[config.mk]
export PLATFORM = sky130hd
export DESIGN_NAME = div_hd_seq_flat
export DESIGN_NICKNAME = d
export VERILOG_FILES = /design/src/rtl/div_hd_pkg.sv /design/src/rtl/div_hd_seq_if.sv /design/src/rtl/div_hd_digit_feed.sv /design/src/rtl/div_hd_seq.sv /design/src/flat_wrapper.sv
export SDC_FILE = /design/constraint.sdc
export NUM_CORES = 1
export LEC_CHECK = 0
export CAP_MARGIN = 20
export CORE_ASPECT_RATIO = 0.7
export CORE_MARGIN = 2
export CORE_UTILIZATION = 45
export DETAILED_ROUTE_END_ITERATION = 12
export PLACE_DENSITY = 0.72
export SYNTH_ARGS = -nofsm -noshare
export SYNTH_HDL_FRONTEND = slang
export SYNTH_SLANG_ARGS = --single-unit
[constraint.sdc]
create_clock -name clk -period 3.1 [get_ports clk]
set_clock_uncertainty 0.2 [all_clocks]
set_input_delay 0.31 -clock clk [delete_from_list [all_inputs] [get_ports clk]]
set_output_delay 0.31 -clock clk [all_outputs]
set_load 0.01 [all_outputs]
[src/rtl/div_hd_pkg.sv]
// rtl/div_hd_pkg.sv - shared types and defaults for the digit-serial divider sequencer
package div_hd_pkg;
  localparam int DIGIT_W = 2;
  localparam logic [DIGIT_W-1:0] DIGIT_ZERO = 2'b00;
  localparam int N_DIGITS_DEF = 101;
  localparam int CLR_CYCLES_DEF = 4;

  typedef enum logic [1:0] {
    ST_IDLE,
    ST_RUN,
    ST_CLEAR,
    ST_DONE
  } state_t;
endpackage

[src/rtl/div_hd_seq_if.sv]
// rtl/div_hd_seq_if.sv - source, divider and quotient digit streams of the sequencer
interface div_hd_seq_if;
  import div_hd_pkg::*;

  logic [DIGIT_W-1:0] src_x_digit;
  logic               src_x_vld;
  logic               src_x_rdy;
  logic [DIGIT_W-1:0] src_d_digit;
  logic               src_d_vld;
  logic               src_d_rdy;
  logic [DIGIT_W-1:0] div_x_value;
  logic               div_x_vld;
  logic               div_x_rdy;
  logic [DIGIT_W-1:0] div_d_value;
  logic               div_d_vld;
  logic               div_d_rdy;
  logic [DIGIT_W-1:0] div_q_value;
  logic               div_out_vld;
  logic               div_out_rdy;
  logic [DIGIT_W-1:0] q_digit;
  logic               q_vld;
  logic               q_rdy;
  logic               q_last;

  modport slave (
    input  src_x_digit, src_x_vld, src_d_digit, src_d_vld,
    input  div_x_rdy, div_d_rdy, div_q_value, div_out_vld, q_rdy,
    output src_x_rdy, src_d_rdy, div_x_value, div_x_vld, div_d_value, div_d_vld,
    output div_out_rdy, q_digit, q_vld, q_last
  );

  modport master (
    output src_x_digit, src_x_vld, src_d_digit, src_d_vld,
    output div_x_rdy, div_d_rdy, div_q_value, div_out_vld, q_rdy,
    input  src_x_rdy, src_d_rdy, div_x_value, div_x_vld, div_d_value, div_d_vld,
    input  div_out_rdy, q_digit, q_vld, q_last
  );
endinterface

[src/rtl/div_hd_digit_feed.sv]
// rtl/div_hd_digit_feed.sv - one operand path: pass N_DIGITS source digits, then flush zeros
module div_hd_digit_feed
  import div_hd_pkg::*;
#(
  parameter int N_DIGITS = N_DIGITS_DEF
) (
  input  logic               clk,
  input  logic               asyn_reset,
  input  logic               cnt_clr,
  input  logic               active,
  input  logic [DIGIT_W-1:0] src_digit,
  input  logic               src_vld,
  output logic               src_rdy,
  output logic [DIGIT_W-1:0] div_value,
  output logic               div_vld,
  input  logic               div_rdy
);
  localparam int CW = $clog2(N_DIGITS + 1);
  localparam logic [CW-1:0] CNT_MAX = CW'(N_DIGITS);

  logic [CW-1:0] cnt;
  logic          flush;

  assign flush = (cnt == CNT_MAX);

  always_comb begin
    div_value = DIGIT_ZERO;
    div_vld   = 1'b0;
    src_rdy   = 1'b0;
    if (active) begin
      if (flush) begin
        div_vld = 1'b1;
      end else begin
        div_value = src_digit;
        div_vld   = src_vld;
        src_rdy   = div_rdy;
      end
    end
  end

  always_ff @(posedge clk) begin
    if (asyn_reset || cnt_clr) begin
      cnt <= '0;
    end else if (active && !flush && src_vld && div_rdy) begin
      cnt <= cnt + 1'b1;
    end
  end
endmodule

[src/rtl/div_hd_seq.sv]
// rtl/div_hd_seq.sv - divider operation sequencer; DIV_HD_SEQ_TIMEOUT_EN adds an output-stall watchdog
module div_hd_seq
  import div_hd_pkg::*;
#(
  parameter int N_DIGITS       = N_DIGITS_DEF,
  parameter int CLR_CYCLES     = CLR_CYCLES_DEF,
  parameter int TIMEOUT_CYCLES = 255
) (
  input  logic          clk,
  input  logic          asyn_reset,
  input  logic          start,
  output logic          busy,
  output logic          done,
  output logic          err,
  output logic          div_clr,
  div_hd_seq_if.slave   bus
);
  localparam int QW = $clog2(N_DIGITS + 1);
  localparam logic [QW-1:0] Q_MAX  = QW'(N_DIGITS);
  localparam logic [QW-1:0] Q_LAST = QW'(N_DIGITS - 1);
  localparam int CCW = (CLR_CYCLES > 1) ? $clog2(CLR_CYCLES) : 1;
  localparam logic [CCW-1:0] CLR_END = CCW'(CLR_CYCLES - 1);

  if (N_DIGITS < 1 || CLR_CYCLES < 1 || TIMEOUT_CYCLES < 1) begin : g_param_check
    $error("div_hd_seq: N_DIGITS, CLR_CYCLES and TIMEOUT_CYCLES must be positive");
  end

  state_t          state, state_nx;
  logic [QW-1:0]   q_cnt;
  logic [CCW-1:0]  clr_cnt;
  logic            run, enter_run, q_xfer, q_final, clr_end, timeout_hit;

  assign run       = (state == ST_RUN);
  assign enter_run = (state == ST_IDLE) && start;
  assign q_xfer    = run && bus.div_out_vld && bus.q_rdy;
  assign q_final   = q_xfer && (q_cnt == Q_LAST);
  assign clr_end   = (clr_cnt == CLR_END);

  div_hd_digit_feed #(.N_DIGITS(N_DIGITS)) u_feed_x (
    .clk(clk), .asyn_reset(asyn_reset), .cnt_clr(enter_run), .active(run),
    .src_digit(bus.src_x_digit), .src_vld(bus.src_x_vld), .src_rdy(bus.src_x_rdy),
    .div_value(bus.div_x_value), .div_vld(bus.div_x_vld), .div_rdy(bus.div_x_rdy)
  );

  div_hd_digit_feed #(.N_DIGITS(N_DIGITS)) u_feed_d (
    .clk(clk), .asyn_reset(asyn_reset), .cnt_clr(enter_run), .active(run),
    .src_digit(bus.src_d_digit), .src_vld(bus.src_d_vld), .src_rdy(bus.src_d_rdy),
    .div_value(bus.div_d_value), .div_vld(bus.div_d_vld), .div_rdy(bus.div_d_rdy)
  );

`ifdef DIV_HD_SEQ_TIMEOUT_EN
  localparam int SW = $clog2(TIMEOUT_CYCLES + 1);
  localparam logic [SW-1:0] STALL_LIM = SW'(TIMEOUT_CYCLES - 1);

  logic [SW-1:0] stall_cnt;
  logic          err_lat;

  // The limit-th consecutive stall cycle is the one that aborts.
  assign timeout_hit = run && !q_xfer && (stall_cnt == STALL_LIM);
  assign err         = (state == ST_DONE) && err_lat;

  always_ff @(posedge clk) begin
    if (asyn_reset || enter_run) begin
      stall_cnt <= '0;
      err_lat   <= 1'b0;
    end else if (run) begin
      if (q_xfer)            stall_cnt <= '0;
      else if (!timeout_hit) stall_cnt <= stall_cnt + 1'b1;
      if (timeout_hit)       err_lat   <= 1'b1;
    end
  end
`else
  assign timeout_hit = 1'b0;
  assign err         = 1'b0;
`endif

  always_comb begin
    state_nx = state;
    case (state)
      ST_IDLE:  if (start) state_nx = ST_RUN;
      ST_RUN:   if (q_final || timeout_hit) state_nx = ST_CLEAR;
      ST_CLEAR: if (clr_end) state_nx = ST_DONE;
      ST_DONE:  state_nx = ST_IDLE;
      default:  state_nx = ST_IDLE;
    endcase
  end

  always_ff @(posedge clk) begin
    if (asyn_reset) state <= ST_IDLE;
    else            state <= state_nx;
  end

  always_ff @(posedge clk) begin
    if (asyn_reset || enter_run) begin
      q_cnt <= '0;
    end else if (q_xfer && (q_cnt != Q_MAX)) begin
      q_cnt <= q_cnt + 1'b1;
    end
  end

  always_ff @(posedge clk) begin
    if (asyn_reset || (state != ST_CLEAR)) begin
      clr_cnt <= '0;
    end else if (!clr_end) begin
      clr_cnt <= clr_cnt + 1'b1;
    end
  end

  always_comb begin
    bus.q_digit     = DIGIT_ZERO;
    bus.q_vld       = 1'b0;
    bus.div_out_rdy = 1'b0;
    bus.q_last      = 1'b0;
    if (run) begin
      bus.q_digit     = bus.div_q_value;
      bus.q_vld       = bus.div_out_vld;
      bus.div_out_rdy = bus.q_rdy;
      bus.q_last      = bus.div_out_vld && (q_cnt == Q_LAST);
    end
  end

  assign busy    = (state != ST_IDLE);
  assign done    = (state == ST_DONE);
  assign div_clr = asyn_reset || (state == ST_CLEAR);
endmodule
[src/flat_wrapper.sv]
// flat-port wrapper written by rule: the top's interface ports become plain ports
module div_hd_seq_flat import div_hd_pkg::*;
#(
  parameter int N_DIGITS       = N_DIGITS_DEF,
  parameter int CLR_CYCLES     = CLR_CYCLES_DEF,
  parameter int TIMEOUT_CYCLES = 255
)
  (clk, asyn_reset, start, busy, done, err, div_clr, bus_src_x_digit, bus_src_x_vld, bus_src_d_digit, bus_src_d_vld, bus_div_x_rdy, bus_div_d_rdy, bus_div_q_value, bus_div_out_vld, bus_q_rdy, bus_src_x_rdy, bus_src_d_rdy, bus_div_x_value, bus_div_x_vld, bus_div_d_value, bus_div_d_vld, bus_div_out_rdy, bus_q_digit, bus_q_vld, bus_q_last);
  div_hd_seq_if bus_i ();
  input  logic clk;
  input  logic asyn_reset;
  input  logic start;
  output logic busy;
  output logic done;
  output logic err;
  output logic div_clr;
  input wire logic [$bits(bus_i.src_x_digit)-1:0] bus_src_x_digit;
  input wire logic [$bits(bus_i.src_x_vld)-1:0] bus_src_x_vld;
  input wire logic [$bits(bus_i.src_d_digit)-1:0] bus_src_d_digit;
  input wire logic [$bits(bus_i.src_d_vld)-1:0] bus_src_d_vld;
  input wire logic [$bits(bus_i.div_x_rdy)-1:0] bus_div_x_rdy;
  input wire logic [$bits(bus_i.div_d_rdy)-1:0] bus_div_d_rdy;
  input wire logic [$bits(bus_i.div_q_value)-1:0] bus_div_q_value;
  input wire logic [$bits(bus_i.div_out_vld)-1:0] bus_div_out_vld;
  input wire logic [$bits(bus_i.q_rdy)-1:0] bus_q_rdy;
  output wire logic [$bits(bus_i.src_x_rdy)-1:0] bus_src_x_rdy;
  output wire logic [$bits(bus_i.src_d_rdy)-1:0] bus_src_d_rdy;
  output wire logic [$bits(bus_i.div_x_value)-1:0] bus_div_x_value;
  output wire logic [$bits(bus_i.div_x_vld)-1:0] bus_div_x_vld;
  output wire logic [$bits(bus_i.div_d_value)-1:0] bus_div_d_value;
  output wire logic [$bits(bus_i.div_d_vld)-1:0] bus_div_d_vld;
  output wire logic [$bits(bus_i.div_out_rdy)-1:0] bus_div_out_rdy;
  output wire logic [$bits(bus_i.q_digit)-1:0] bus_q_digit;
  output wire logic [$bits(bus_i.q_vld)-1:0] bus_q_vld;
  output wire logic [$bits(bus_i.q_last)-1:0] bus_q_last;
  assign bus_i.src_x_digit = bus_src_x_digit;
  assign bus_i.src_x_vld = bus_src_x_vld;
  assign bus_i.src_d_digit = bus_src_d_digit;
  assign bus_i.src_d_vld = bus_src_d_vld;
  assign bus_i.div_x_rdy = bus_div_x_rdy;
  assign bus_i.div_d_rdy = bus_div_d_rdy;
  assign bus_i.div_q_value = bus_div_q_value;
  assign bus_i.div_out_vld = bus_div_out_vld;
  assign bus_i.q_rdy = bus_q_rdy;
  assign bus_src_x_rdy = bus_i.src_x_rdy;
  assign bus_src_d_rdy = bus_i.src_d_rdy;
  assign bus_div_x_value = bus_i.div_x_value;
  assign bus_div_x_vld = bus_i.div_x_vld;
  assign bus_div_d_value = bus_i.div_d_value;
  assign bus_div_d_vld = bus_i.div_d_vld;
  assign bus_div_out_rdy = bus_i.div_out_rdy;
  assign bus_q_digit = bus_i.q_digit;
  assign bus_q_vld = bus_i.q_vld;
  assign bus_q_last = bus_i.q_last;
  div_hd_seq #(.N_DIGITS(N_DIGITS), .CLR_CYCLES(CLR_CYCLES), .TIMEOUT_CYCLES(TIMEOUT_CYCLES)) u_core (.clk(clk), .asyn_reset(asyn_reset), .start(start), .busy(busy), .done(done), .err(err), .div_clr(div_clr), .bus(bus_i));
endmodule
==> impl_metrics.json <==
{
  "post_cts_resized": 0,
  "r2r_cells": 7,
  "dieArea_um2": 3820,
  "grt_max_degree": 22,
  "via_per_inst": 5.32,
  "max_freq_mhz": 390,
  "post-cts-setup-buffer-count": 0,
  "cp_data_arrival_time_ns": 2.06,
  "crit_path_end": "bus_div_x_value[0]",
  "critical_path.slowest_cell": "clkdlybuf4s50_1",
  "synth_xor_area_share_pct": 8.17,
  "dieHeight_um": 52.3,
  "cp_num_buf_inv": 3,
  "die_x_um": 73.0,
  "setup_tns_ns": 0,
  "cp.required_ns": 2.59,
  "route.vias.total": 1256,
  "final_cells": 236,
  "cp_max_fo": 12,
  "diodes": 0,
  "hp-class": "register to register",
  "final_max_slew_viol_count": 0,
  "n_fill_cell": 276,
  "place_inst": 232,
  "synth_edf_count": 0,
  "max_slew_margin_pct": 55.4,
  "ys_warn_count": 0,
  "core_area_um2": 3170,
  "synthArstFlopShare_pct": 0,
  "num_rows": 17,
  "final_layout_size_suffix_gt1_share_pct": 9.60,
  "r2r_end": "u_core.u_feed_x.cnt[1]",
  "ys.flop_type": "dfxtp_1",
  "clkSlewWorstSetupHoldPaths_ns": 0.08,
  "yosysSeqAreaShare_pct": 33.3,
  "setup_viol": 0,
  "critPathLaunch": "u_core.state[1]",
  "gp_congestion": 0.863,
  "startpoint_type": "register",
  "synth-compound-area-share_pct": 13.2,
  "drt_drc_violations_left": 0,
  "syn_area_um2": 1500,
  "path_cells": "inv_1 -> ha_1 -> buf_4 -> and3_1 -> clkdlybuf4s50_1",
  "period_needed_ns": 2.57,
  "worstSetupPathType": "register to output port",
  "cts_root_buf": "clkbuf_8",
  "outcome": "completed",
  "postCtsHoldBufs": 0,
  "rsz0062_at_grt": "false",
  "cts_buffer_depth": 2,
  "timing.final.hold_violations": 0,
  "grt_pass1_wl_um": 5580,
  "vdd_ir_drop_max_mv": 0.244,
  "cp.depth": 5,
  "syn_to_final_growth_pct": 25.0,
  "syn_avg_cell_area_um2": 8.94,
  "p_per_area_nw_per_um2": 504,
  "synth_fa_ha_area_share_pct": 10.0,
  "io_pins": 32,
  "dpl_worst_slack_ns": 0.844,
  "synth_mux_area_share_pct": 1.33,
  "tritoncts": "done",
  "hpwlAfterDp_um": 2510,
  "crit_family": "buffers and inverters",
  "grt_antenna_before_repair": 0,
  "maxCapViolCount": 0,
  "ys_types": 40,
  "postRouteAntennaNets": 0,
  "max_stage_delay_ns": 0.53,
  "fin_ws_ns": 0.535,
  "syn_inst": 168,
  "synth-seq-cells": 25,
  "clk_latency_ns": 0.26,
  "tightestPinTransition_ns": 0.670,
  "regToRegStartpoint": "u_core.state[1]",
  "grt_use_total_pct": 18.6,
  "cts_made_buffers": 3,
  "htreeDepth": 1,
  "p_leak_uw": 0.000662,
  "grt_pass1_vias": 1311,
  "end_kind": "output port",
  "grt-ovfl-total": 0,
  "wl_per_cell_um": 13.3,
  "synthesis.nets": 195,
  "synth_top_family_by_area": "simple AND/OR/NAND/NOR gates",
  "clock-sinks": 25,
  "dr.pass1.iters": 4,
  "start_util_pct": 47.4,
  "finalWirelength_um": 3140,
  "rrSetupSlack_ns": 0.94,
  "post-route-period-util_pct": 82.7,
  "fin_nets": 226,
  "drtIter0Drc": 80,
  "synthSimpleGateAreaFrac_pct": 29.2,
  "numPortBuffers": 30
}
layer usage:
metal	vias to the layer above	share of wire (%)	track usage (%)
met3	2	3.3	5.38
met4	0	0.22	2.47
met2	18	50	33.5
met5	-	0	0
li1	644	-	-
met1	592	46	22.7
through the flow:
stage	power [uW]	instance area, um^2	hold slack, ns	util (%)
floorplan	595	1500	0.179	-
global placement	742	1830	0.280	57.8
detailed placement	761	1830	0.299	57.8
CTS	959	1880	0.326	59.2
global route	1010	1880	0.353	59.2
finish	945	1880	0.321	59.2
layout by cell type, fill, tap and decap left out, types with 2 or more instances in the layout:
cell / n
o31a_1: 2
dfxtp_1: 25
nor4bb_4: 2
o21ai_0: 2
a31oi_1: 4
nand4_2: 2
or3_1: 2
inv_1: 11
ha_1: 12
nor3_1: 4
nand2_1: 12
mux2i_1: 2
a2111oi_2: 2
a21o_1: 2
nand3_1: 8
and3_2: 2
clkbuf_8: 3
and2_1: 5
a21oi_1: 6
nor2_1: 18
nor4_1: 2
xnor2_1: 13
o21a_1: 2
clkdlybuf4s50_1: 30
and3_1: 7
a211oi_1: 2
power by group:
| group | leakage [uW] | internal [uW] | switching, uW |
|---|---|---|---|
| Combinational | 0.000435 | 199 | 197 |
| Sequential | 0.000202 | 341 | 19.0 |
| Clock | 0.0000255 | 89.8 | 98.9 |
| Total | 0.000662 | 630 | 315 |
synthesized netlist by cell type (all sizes together), types with 2 or more instances:
cell | n | area share, %
nor4 | 3 | 1.7
nor2 | 18 | 4.5
ha | 12 | 10
a211oi | 2 | 1.0
xnor2 | 13 | 7.6
clkbuf | 3 | 0.75
mux2i | 2 | 1.3
nor3 | 4 | 1.3
a21o | 2 | 1.0
a2111oi | 2 | 2.0
or3 | 2 | 0.83
inv | 11 | 2.8
o31a | 2 | 1.2
and2 | 5 | 2.1
nand4 | 2 | 1.7
o21ai | 2 | 0.67
a31oi | 4 | 1.7
nand3 | 9 | 3.3
a21oi | 6 | 2.0
nor4bb | 2 | 3.3
buf | 2 | 1.0
o21a | 2 | 1.0
and4b | 2 | 1.6
nand2 | 12 | 3.0
dfxtp | 25 | 33
and3 | 9 | 3.9
worst reg2reg max path: cells and delay by family (launching register included):
kind	cells	cell delay, ns
AO/OA/AOI/OAI	2	0.56
flip-flops	1	0.33
AND/OR/NAND/NOR	2	0.19
buffers and inverters	2	0.36
adder cells (fa/ha/maj)	1	0.42
flip-flops by register name, summed over array words and instances (netlist names):
| signal | count |
|---|---|
| u_core.u_feed_d.cnt | 7 |
| u_core.clr_cnt | 2 |
| u_core.state | 2 |
| u_core.q_cnt | 7 |
| u_core.u_feed_x.cnt | 7 |
logic make-up after synthesis:
logic type                 count (synthesis)
other                                      1
adders and majority gates                 12
buffers and inverters                     16
muxes                                      2
AOI/OAI and AO/OA                         26
and+or+nand+nor                           72
xor gates and xnor gates                  14
DFF                                       25
area by class of cell:
| class | instances | area [um^2] | share of cell area (%) |
|---|---|---|---|
| multi-input combinational | 127 | 933 | 49.7 |
| sequential | 25 | 500 | 26.7 |
| timing repair buffer | 31 | 308 | 16.4 |
| tap | 38 | 47.5 | 2.53 |
| clock buffer | 3 | 41.3 | 2.20 |
| inverter | 11 | 41.3 | 2.20 |
| clock inverter | 1 | 5.00 | 0.267 |
worst min path at each step:
stage / endpoint / depth (start not counted) / startpoint / slack, ns
6_report: u_core.clr_cnt[1] / 2 / u_core.clr_cnt[1] / 0.32
5_1_grt: u_core.clr_cnt[1] / 2 / u_core.clr_cnt[1] / 0.35
4_1_cts: u_core.clr_cnt[1] / 2 / u_core.clr_cnt[1] / 0.33
3_5_place_dp: u_core.clr_cnt[1] / 2 / u_core.clr_cnt[1] / 0.30
3_3_place_gp: u_core.clr_cnt[1] / 2 / u_core.clr_cnt[1] / 0.28
2_1_floorplan: u_core.state[1] / 1 / asyn_reset / 0.18
(Power assumes the default switching activity.)
